--- src/rtl/serial_frame_rx.sv ---
// ---------------------------------------------------------------------------
// serial_frame_rx
// Receives start/data/[parity]/stop frames from a pre-registered serial line,
// one bit per clock, with no oversampling. The line idles high. Each frame is
// a low start bit, DATA_W data bits LSB first, an optional even-parity bit and
// a high stop bit.
//
// Parameters
//   DATA_W     data bits per frame (1..16)
//   PARITY_EN  1 = an even-parity bit follows the data bits
// Ports
//   clk        clock; all state changes on its rising edge
//   reset_n    asynchronous active-low reset
//   sin        serial input; already registered upstream; idles high
//   data       payload of the last good frame
//   valid      one-cycle pulse; data was just updated
//   frame_err  one-cycle pulse; the stop bit was sampled low
//   parity_err one-cycle pulse; parity mismatch with a good stop bit
//   busy       high whenever the receiver is not idle
// ---------------------------------------------------------------------------
module serial_frame_rx #(
    parameter int DATA_W    = 8,
    parameter int PARITY_EN = 0
) (
    input  logic              clk,
    input  logic              reset_n,
    input  logic              sin,
    output logic [DATA_W-1:0] data,
    output logic              valid,
    output logic              frame_err,
    output logic              parity_err,
    output logic              busy
);

    typedef enum logic [2:0] {
        S_IDLE   = 3'd0,
        S_DATA   = 3'd1,
        S_PARITY = 3'd2,
        S_STOP   = 3'd3,
        S_BREAK  = 3'd4
    } state_t;

    localparam logic [4:0] LAST_BIT = 5'(DATA_W - 1);

    state_t            r_state;
    state_t            w_state_next;
    logic [4:0]        r_cnt;
    logic [4:0]        w_cnt_next;
    logic [DATA_W-1:0] r_shift;
    logic [DATA_W-1:0] w_shift_next;
    logic [DATA_W-1:0] r_data;
    logic [DATA_W-1:0] w_data_next;
    logic              r_par_bad;
    logic              w_par_bad_next;
    logic              r_valid;
    logic              w_valid_next;
    logic              r_frame_err;
    logic              w_frame_err_next;
    logic              r_parity_err;
    logic              w_parity_err_next;

    // Even parity: the received bit must equal the XOR of the data bits.
    function automatic logic parity_mismatch(input logic [DATA_W-1:0] d,
                                             input logic              b);
        return (^d) != b;
    endfunction

    // State and datapath registers; reset clears any partial frame at once.
    always_ff @(posedge clk or negedge reset_n) begin
        if (!reset_n) begin
            r_state      <= S_IDLE;
            r_cnt        <= 5'd0;
            r_shift      <= '0;
            r_data       <= '0;
            r_par_bad    <= 1'b0;
            r_valid      <= 1'b0;
            r_frame_err  <= 1'b0;
            r_parity_err <= 1'b0;
        end else begin
            r_state      <= w_state_next;
            r_cnt        <= w_cnt_next;
            r_shift      <= w_shift_next;
            r_data       <= w_data_next;
            r_par_bad    <= w_par_bad_next;
            r_valid      <= w_valid_next;
            r_frame_err  <= w_frame_err_next;
            r_parity_err <= w_parity_err_next;
        end
    end

    // Next-state logic and next values of every register; pulses default low.
    always_comb begin
        w_state_next      = r_state;
        w_cnt_next        = r_cnt;
        w_shift_next      = r_shift;
        w_data_next       = r_data;
        w_par_bad_next    = r_par_bad;
        w_valid_next      = 1'b0;
        w_frame_err_next  = 1'b0;
        w_parity_err_next = 1'b0;
        case (r_state)
            S_IDLE: begin
                if (!sin) begin
                    w_state_next   = S_DATA;
                    w_cnt_next     = 5'd0;
                    w_par_bad_next = 1'b0;
                end else begin
                    w_state_next = S_IDLE;
                end
            end
            S_DATA: begin
                // Shift in from the top so the first bit ends up in bit 0.
                w_shift_next           = r_shift >> 1;
                w_shift_next[DATA_W-1] = sin;
                if (r_cnt == LAST_BIT) begin
                    w_cnt_next = 5'd0;
                    if (PARITY_EN != 0) begin
                        w_state_next = S_PARITY;
                    end else begin
                        w_state_next = S_STOP;
                    end
                end else begin
                    w_cnt_next = r_cnt + 5'd1;
                end
            end
            S_PARITY: begin
                // The verdict is held until the stop bit decides which pulse fires.
                w_par_bad_next = parity_mismatch(r_shift, sin);
                w_state_next   = S_STOP;
            end
            S_STOP: begin
                if (sin) begin
                    if (r_par_bad) begin
                        w_parity_err_next = 1'b1;
                    end else begin
                        w_valid_next = 1'b1;
                        w_data_next  = r_shift;
                    end
                    w_state_next = S_IDLE;
                end else begin
                    w_frame_err_next = 1'b1;
                    w_state_next     = S_BREAK;
                end
            end
            S_BREAK: begin
                // A held-low line must not be taken as a new start bit.
                if (sin) begin
                    w_state_next = S_IDLE;
                end else begin
                    w_state_next = S_BREAK;
                end
            end
            default: begin
                w_state_next = S_IDLE;
            end
        endcase
    end

    assign data       = r_data;
    assign valid      = r_valid;
    assign frame_err  = r_frame_err;
    assign parity_err = r_parity_err;
    assign busy       = (r_state != S_IDLE);

endmodule

--- config.mk ---
export PLATFORM = sky130hd
export DESIGN_NAME = serial_frame_rx
export DESIGN_NICKNAME = d
export VERILOG_FILES = /design/src/rtl/serial_frame_rx.sv
export SDC_FILE = /design/constraint.sdc
export NUM_CORES = 1
export LEC_CHECK = 0
export BUFFER_PORTS_ARGS = -buffer_cell sky130_fd_sc_hd__buf_4
export CAP_MARGIN = 10
export CORE_MARGIN = 8
export CORE_UTILIZATION = 30
export CTS_CLUSTER_DIAMETER = 80
export DETAILED_ROUTE_END_ITERATION = 12
export PLACE_DENSITY = 0.58
export SYNTH_ARGS = -nofsm -noshare
export SYNTH_HDL_FRONTEND = slang
export SYNTH_SLANG_ARGS = --single-unit
--- constraint.sdc ---
create_clock -name clk -period 2.5 [get_ports clk]
set_input_delay 0.25 -clock clk [delete_from_list [all_inputs] [get_ports clk]]
set_output_delay 0.25 -clock clk [all_outputs]
set_load 0.02 [all_outputs]
==> results of run 1 <==
## critical path, stage by stage, from the launching register on
cell,delay (ns)
dfrtp_1,0.51
or3_1,0.42
buf_4,0.17
## Yosys cell counts, types with 2 or more instances
library cell	count
a22o_1	2
o21ai_0	6
dfrtp_1	28
xor2_1	2
xnor2_1	6
nand2b_1	2
nand2_1	6
nand3_1	2
mux2_2	16
buf_2	3
a21oi_1	3
nor2_1	5
## final timing paths
path                                            end              startpoint  depth (start not counted)
worst min register to register  data[1]$_DFFE_PN0P_     data[1]$_DFFE_PN0P_                          1
worst max-delay path                           busy  r_state[1]$_DFFE_PN0P_                          2
max in group asynchronous       data[1]$_DFFE_PN0P_                 reset_n                          2
min in group asynchronous       data[4]$_DFFE_PN0P_                 reset_n                          2
worst max register to register  data[4]$_DFFE_PN0P_  r_state[2]$_DFFE_PN0P_                          3
worst min-delay path            frame_err$_DFF_PN0_                     sin                          2
## stage by stage
step	setup WS (ns)	utilization (%)
2_1_floorplan	1.05	-
3_3_place_gp	0.957	34.8
3_5_place_dp	0.894	34.8
4_1_cts	0.874	36.5
5_1_grt	0.823	36.5
6_report	0.889	36.5
## logic make-up (layout without fill, tap and decap cells)
group,Yosys count,count (layout),share of synthesized area [%]
AND/OR/NAND/NOR,22,22,11.2
multiplexers,16,16,14.7
flip-flops,28,28,57.0
XOR/XNOR,9,9,7.54
buffers and inverters,5,21,1.93
AO/OA/AOI/OAI,13,13,6.62
adder cells (fa/ha/maj),1,1,1.02
## where the power goes
| part | internal, mW | leakage [nW] | switching (mW) |
|---|---|---|---|
| clock network | 0.141 | 0.0288 | 0.129 |
| logic | 0.513 | 0.276 | 0.385 |
| registers | 0.643 | 0.351 | 0.181 |
## state kept, by name, summed over array words and instances, names as in the netlist
| name | count |
|---|---|
| data | 8 |
| frame_err | 1 |
| parity_err | 1 |
| r_cnt | 5 |
| r_par_bad | 1 |
| r_shift | 8 |
| r_state | 3 |
| valid | 1 |
## area by class of cell
cell class,count,area share [%]
clock buffer,4,3.80
inverter,1,0.259
multi-input combinational,61,34.8
sequential,28,48.4
tap,50,4.32
timing repair buffer,16,8.46
## timing repair
| action | CTS | global route |
|---|---|---|
| setup endpoints to repair | 0 | 0 |
| hold buffers | 1 | 0 |
| endpoints found under the hold margin | 28 | 0 |
| setup buffers | 0 | 0 |
## layer usage
| layer | vias up | global-route usage [%] | wire [µm] |
|---|---|---|---|
| met5 | - | 0 | 0 |
| met4 | 0 | 2.18 | 8 |
| met3 | 2 | 2.93 | 110 |
| met2 | 13 | 12.0 | 1100 |
| met1 | 377 | 8.57 | 916 |
| li1 | 358 | - | - |
==> flow_summary.ini, run 1 <==
[yosys]
synth_ff_type = dfrtp_1
synth_top_cell_area_share_pct = 57.0
syn-cell-area_um2 = 1230
synthTopCellsByArea = dfrtp_1 (57%), mux2_2 (15%), xnor2_1 (4.3%), o21ai_0 (2.4%), nand2_1 (1.8%)
yosysSeqAreaShare_pct = 57.0
synth.largest_area_cell = dfrtp_1
synth_edf_count = 0
synthCells = 94
synth.yosys.warnings = 0
syn_avg_cell_area_um2 = 13.1
async_flop_share_pct = 100
ys_ff_latch = 28
synth.distinct_cells = 25
synth_nets = 98

[setup_path]
arrival_ns = 1.36
start_kind = flip-flop
critPathKind = flip-flop to primary output
crit_path_max_fanout = 10
cp-end-kind = primary output
rrSetupSlack_ns = 0.90
required_ns = 2.25

[clocking]
clockBufferDepth = 2
clkTransAtPathRegs_ns = 0.09
cts_root_buffer = clkbuf_8
cts_resized = 0
cts_inserted_buffers = 3
cts_sinks = 28
clock_latency_ns = 0.27
htreeDepth = 1
cts_tree = done

[pwr]
p_leak_nw = 0.656
fin_total_pwr_mw = 1.99
p_per_area_nw_per_um2 = 1370
irDropWorstVdd_mv = 0.594

[timing]
slew_headroom_pct = 58.8
rsz0062_at_grt = false
holdWs_ns = 0.184
fin_setup_tns_ns = 0
min_period_ns = 1.61
slew_viol_final = 0
setup_viol = 0
hold_viol = 0
tightest_slew_ns = 0.612
fmax_mhz = 621
min_period_over_period_pct = 64.4
fin_skew_ns = 0.00399

[drt]
drt-wirelength-per-cell_um = 13.3
vias_per_cell = 4.69
initialDrtViolationCount = 47
vias = 750
ant_nets = 0
drc = 0
drt_pass1_iterations = 4
wirelength_um = 2130

[final_layout]
drive_above_1_share_pct = 35.5
layout_common_cells = dfrtp_1 (28), mux2_2 (16), buf_4 (15)
antenna_cells = 0
finish.instance_area_um2 = 1450
area.growth.synth_to_final_pct = 17.9
final_common_cell = dfrtp_1
finalNonFillerCells = 160
regArea_um2 = 701
multi_input_area_um2 = 504
layout.nets = 115
fillers = 402

[grt]
grt_max_degree = 29
overflow = 0
antenna_found_initial = 0
grt_first_pass_wirelength_um = 3710
grt_pass1_vias = 769
grt_use_total_pct = 7.32

[job]
maxCapViolations = 0

[floorplan]
coreArea_um2 = 3970
io_pins = 15
die_w_um = 80.0
die_area_um2 = 6400
die_h_um = 80.0
num_rows = 23
start_util_pct = 30.9

[place]
place_congestion = 0.756
dp_hpwl_um = 1560
placed_area_um2 = 1380
dp.cells = 155
portBuffers = 14

[min_path]
holdCritPathClass = primary input to flip-flop

[status]
status = finished clean
(Power assumes the default switching activity.)
==> run 2: changes to the inputs <==
clock period = 1.6 ns   (was 2.5 ns; I/O delays follow)
==> run 2 against run 1 <==
Compared with the run above:
- worst setup slack got worse by 0.81 ns
- sequential cell count did not move
- total power rose by 63%
- non-clock buffer count rose by 2
- combinational power rose by 59%
- critical path depth rose by 2
- via count fell by 2.4%
- sequential power rose by 54%
- cell count rose by 1.3%
- register-to-register slack got worse by 0.82 ns
- worst hold slack got worse by 0.095 ns
- highest routed layer unchanged
==> flow_summary.ini, run 2 (synthesis results as in run 1) <==
[grt]
antenna_found_initial = 0
grt_use_met2_pct = 11.6
overflow = 0
met1_usage_pct = 8.10
top_usage_layer = met2
grt_first_pass_wirelength_um = 3610
grt_use_total_pct = 7.11
grt_pass1_vias = 808
met3_usage_pct = 2.93
grt_max_degree = 29

[drt]
initialDrtViolationCount = 34
ant_nets = 0
wirelength_um = 2050
drt_pass1_iterations = 3
vias = 732
vias_per_cell = 4.52
drc = 0
drt-wirelength-per-cell_um = 12.6

[timing]
setup_viol = 0
tightest_slew_ns = 0.570
min_period_over_period_pct = 95.2
min_period_ns = 1.52
hold_viol = 0
fin_setup_tns_ns = 0
slew_headroom_pct = 61.6
rsz0062_at_grt = false
fin_skew_ns = 0.00340
fmax_mhz = 656
postLayoutSetupSlackWorst_ns = 0.0763
slew_viol_final = 0

[place]
dp_hpwl_um = 1500
place_congestion = 0.678
post-place-ws_ns = 0.0946
portBuffers = 14

[final_layout]
final_common_cell = dfrtp_1
regArea_um2 = 701
antenna_cells = 0
multi_input_area_um2 = 504
area.growth.synth_to_final_pct = 21.5
finalCoreUtilization_pct = 37.6
fillers = 379
layout_common_cells = dfrtp_1 (28), mux2_2 (16), buf_4 (16)
layout.nets = 117
drive_above_1_share_pct = 36.6

[floorplan]
die_h_um = 80.0
num_rows = 23
die_area_um2 = 6400
start_util_pct = 30.9
die_w_um = 80.0
coreArea_um2 = 3970
io_pins = 15

[setup_path]
rrSetupSlack_ns = 0.08
path_cells = xnor2_1 > xnor3_1 > xnor2_1 > a32o_2
r2r_end = r_par_bad$_DFFE_PN0P_
cpPeakStageDelay_ns = 0.42
crit_path_max_fanout = 4
ff2ff_path_depth = 4
start_kind = flip-flop
arrival_ns = 1.69
required_ns = 1.77
critPathSlowestCell = dfrtp_1
cp-end-kind = flip-flop
critPathKind = flip-flop to flip-flop
reg2reg_from = r_shift[7]$_DFFE_PN0P_
worst_path_most_repeated_cell = xnor2_1

[min_path]
hold_path_startpoint = sin
hold_depth = 2
whs_endpoint = r_state[2]$_DFFE_PN0P_
holdCritPathClass = primary input to flip-flop

[clocking]
htreeDepth = 1
cts_tree = done
cts_sinks = 28
clockBufferDepth = 2
cts_resized = 0
clkTransAtPathRegs_ns = 0.09
cts_inserted_buffers = 3
cts_root_buffer = clkbuf_8
clock_latency_ns = 0.27

[status]
status = finished clean

[pwr]
irDropWorstVdd_mv = 0.964
fin_total_pwr_mw = 3.25
p_leak_nw = 0.676
p_per_area_nw_per_um2 = 2180

[job]
maxCapViolations = 0
[run 2: power breakdown]
| part | switching (mW) | total, mW | internal (mW) |
|---|---|---|---|
| clock network | 0.212 | 0.547 | 0.335 |
| logic | 0.609 | 1.43 | 0.818 |
| registers | 0.270 | 1.27 | 1.00 |
| total | 1.09 | 3.25 | 2.16 |
[run 2: stage by stage]
| step | hold WS [ns] | cells | cell area [µm²] |
|---|---|---|---|
| after global placement | 0.0954 | 157 | 1410 |
| final | 0.0889 | 162 | 1490 |
| after global routing | 0.0910 | 162 | 1490 |
| after detailed placement | 0.0915 | 157 | 1410 |
| after CTS | 0.0830 | 162 | 1490 |
| after floorplan | -0.136 | 94 | 1230 |
[run 2: cell type report]
cell class	count	area share (%)
multi-input cells	61	33.8
well taps	50	4.19
clock inverters	1	2.01
clock buffers	3	2.77
inverters	1	0.251
repair buffers	18	10.1
flip-flops and latches	28	46.9
[run 2: repair_timing]
action | in CTS | in global routing
hold buffers | 1 | 0
buffers inserted | 0 | 0
hold endpoints to repair | 28 | 0
[run 2: per-layer routing]
metal  wire length, µm  part of all wire (%)  up-vias
li1                  -                     -      364
met5                 0                     0        -
met1               938                    46      354
met4                16                  0.78        0
met3               120                   5.9        2
met2               971                    47       12
[run 2: worst max-delay path, delay by kind of cell (launching register included)]
family          cells  cell delay [ns]
flops               1             0.42
compound gates      1             0.26
xor+xnor            3             0.75
[run 2: how the worst max path moves through the flow]
stage / start / end / slack, ns
finish: r_shift[7]$_DFFE_PN0P_ / r_par_bad$_DFFE_PN0P_ / 0.08
global route: r_shift[7]$_DFFE_PN0P_ / r_par_bad$_DFFE_PN0P_ / 0.03
CTS: r_shift[7]$_DFFE_PN0P_ / r_par_bad$_DFFE_PN0P_ / 0.07
detailed placement: r_shift[7]$_DFFE_PN0P_ / r_par_bad$_DFFE_PN0P_ / 0.09
global placement: r_shift[3]$_DFFE_PN0P_ / r_par_bad$_DFFE_PN0P_ / 0.12
floorplan: r_state[1]$_DFFE_PN0P_ / r_shift[0]$_DFFE_PN0P_ / 0.15
==> run 3: changes to the inputs <==
GPL_TIMING_DRIVEN = 0   (was not set)
==> run 3 against run 2 <==
Compared with the run above:
- clock-buffer cell count did not move
- total power is 1.1% higher
- critical endpoint is now busy
- largest cell class unchanged
- routed wire length is 0.98% higher
- worst hold slack better by 0.050 ns
- largest power group unchanged
==> flow_summary.ini, run 3 (synthesis results as in run 1) <==
[pwr]
fin_total_pwr_mw = 3.28
p_sw_share_pct = 33.3
p_leak_nw = 0.682
internal_power_mw = 2.19
p_clk_share_pct = 16.9
p_per_area_nw_per_um2 = 2180
power.switching_mw = 1.09
pwr-share-comb_pct = 45.2
irDropWorstVdd_mv = 0.872
pwr-share-seq_pct = 38.0

[final_layout]
finalNonFillerCells = 163
area.growth.synth_to_final_pct = 22.4
drive_above_1_share_pct = 38.1
finish.instance_area_um2 = 1500
layout_common_cells = dfrtp_1 (27), mux2_2 (16), buf_4 (13)
fillers = 402
antenna_cells = 0
final_common_cell = dfrtp_1
layout.nets = 118

[timing]
slew_headroom_pct = 61.9
hold_viol = 0
min_period_over_period_pct = 95.9
fin_setup_tns_ns = 0
fin_skew_ns = 0.00835
fmax_mhz = 652
holdWs_ns = 0.139
rsz0062_at_grt = false
setup_viol = 0
slew_viol_final = 0
min_period_ns = 1.53
tightest_slew_ns = 0.566

[setup_path]
ff2ff_path_depth = 4
arrival_ns = 1.37
startpoint = r_state[1]$_DFFE_PN0P_
crit_path_max_fanout = 10
r2r_end = r_par_bad$_DFFE_PN0P_
critPathKind = flip-flop to primary output
cp-endpoint = busy
required_ns = 1.44
start_kind = flip-flop
rrSetupSlack_ns = 0.08
reg2reg_from = r_shift[3]$_DFFE_PN0P_
cp-end-kind = primary output

[drt]
ant_nets = 0
vias_per_cell = 4.62
drc = 0
vias = 753
initialDrtViolationCount = 62
wirelength_um = 2070
drt_pass1_iterations = 4
drt-wirelength-per-cell_um = 12.7

[clocking]
cts_root_buffer = clkbuf_8
clock_latency_ns = 0.28
cts_inserted_buffers = 3
cts_tree = done
cts_sinks = 28
htreeDepth = 1
clkTransAtPathRegs_ns = 0.10
clockBufferDepth = 2

[grt]
antenna_found_initial = 0
grt_pass1_vias = 810
grt_use_total_pct = 7.13
grt_first_pass_wirelength_um = 3590
grt_max_degree = 29
overflow = 0

[place]
dp.cells = 157
place_congestion = 0.703
portBuffers = 13
placed_area_um2 = 1390
dp_hpwl_um = 1490

[floorplan]
die_w_um = 80.0
die_area_um2 = 6400
die_h_um = 80.0
coreArea_um2 = 3970
io_pins = 15
num_rows = 23
start_util_pct = 30.9

[status]
status = finished clean

[min_path]
holdCritPathClass = primary input to flip-flop

[job]
maxCapViolations = 0
[run 3: changes by cell type in the layout (fill, tap and decap cells not counted), sizes merged]
| cell | previous run | this run |
|---|---|---|
| clkbuf | 3 | 4 |
[run 3: critical path, cell delays in order (launching register included)]
cell and delay, ns:
dfrtp_1 0.37, buf_2 0.19, or3_1 0.37, buf_4 0.16
[run 3: cell type report]
cell class | instances | area [µm²] | share of cell area (%)
plain buffers | 4 | 26.3 | 1.75
multi-input cells | 61 | 510 | 33.9
flip-flops and latches | 28 | 702 | 46.7
clock buffers | 3 | 41.3 | 2.75
clock inverters | 1 | 30.0 | 2.00
repair buffers | 15 | 128 | 8.49
well taps | 50 | 62.6 | 4.16
inverters | 1 | 3.75 | 0.250
[run 3: per-layer routing]
| metal | track usage, % | routed length (µm) | vias to the layer above |
|---|---|---|---|
| li1 | - | - | 360 |
| met1 | 7.55 | 909 | 376 |
| met2 | 12.2 | 1040 | 12 |
| met3 | 1.69 | 63 | 5 |
| met4 | 4.91 | 56 | 0 |
| met5 | 0 | 0 | - |
[run 3: timing repair]
action	4_1_cts	5_1_grt
hold buffers	1	0
hold endpoints to repair	28	0
resized for setup	1	3
setup buffers	1	0
endpoints found under the setup margin	15	7
pin swaps	1	0
[run 3: worst min path at each step]
stage	from	end	slack, ns	cells past startpoint
2_1_floorplan	reset_n	data[0]$_DFFE_PN0P_	-0.14	0
3_3_place_gp	reset_n	data[2]$_DFFE_PN0P_	0.09	1
3_5_place_dp	reset_n	data[2]$_DFFE_PN0P_	0.1	1
4_1_cts	sin	r_state[2]$_DFFE_PN0P_	0.13	2
5_1_grt	sin	r_state[2]$_DFFE_PN0P_	0.15	2
6_report	sin	r_state[2]$_DFFE_PN0P_	0.14	2
[run 3: power groups by stage]
stage                     Sequential [mW]  Combinational [mW]  Clock, mW
after floorplan                      1.32                1.00          0
after global placement               1.25                1.42          0
after detailed placement             1.26                1.45          0
after CTS                            1.25                1.49      0.575
after global routing                 1.29                1.61      0.598
final                                1.25                1.48      0.554
[run 3: stage by stage]
| step | worst slack [ns] | util (%) |
|---|---|---|
| 4_1_cts | 0.0248 | 37.6 |
| 2_1_floorplan | 0.154 | - |
| 3_3_place_gp | -0.00461 | 35.0 |
| 6_report | 0.0654 | 37.9 |
| 3_5_place_dp | -0.0184 | 35.0 |
| 5_1_grt | 0.00262 | 37.9 |
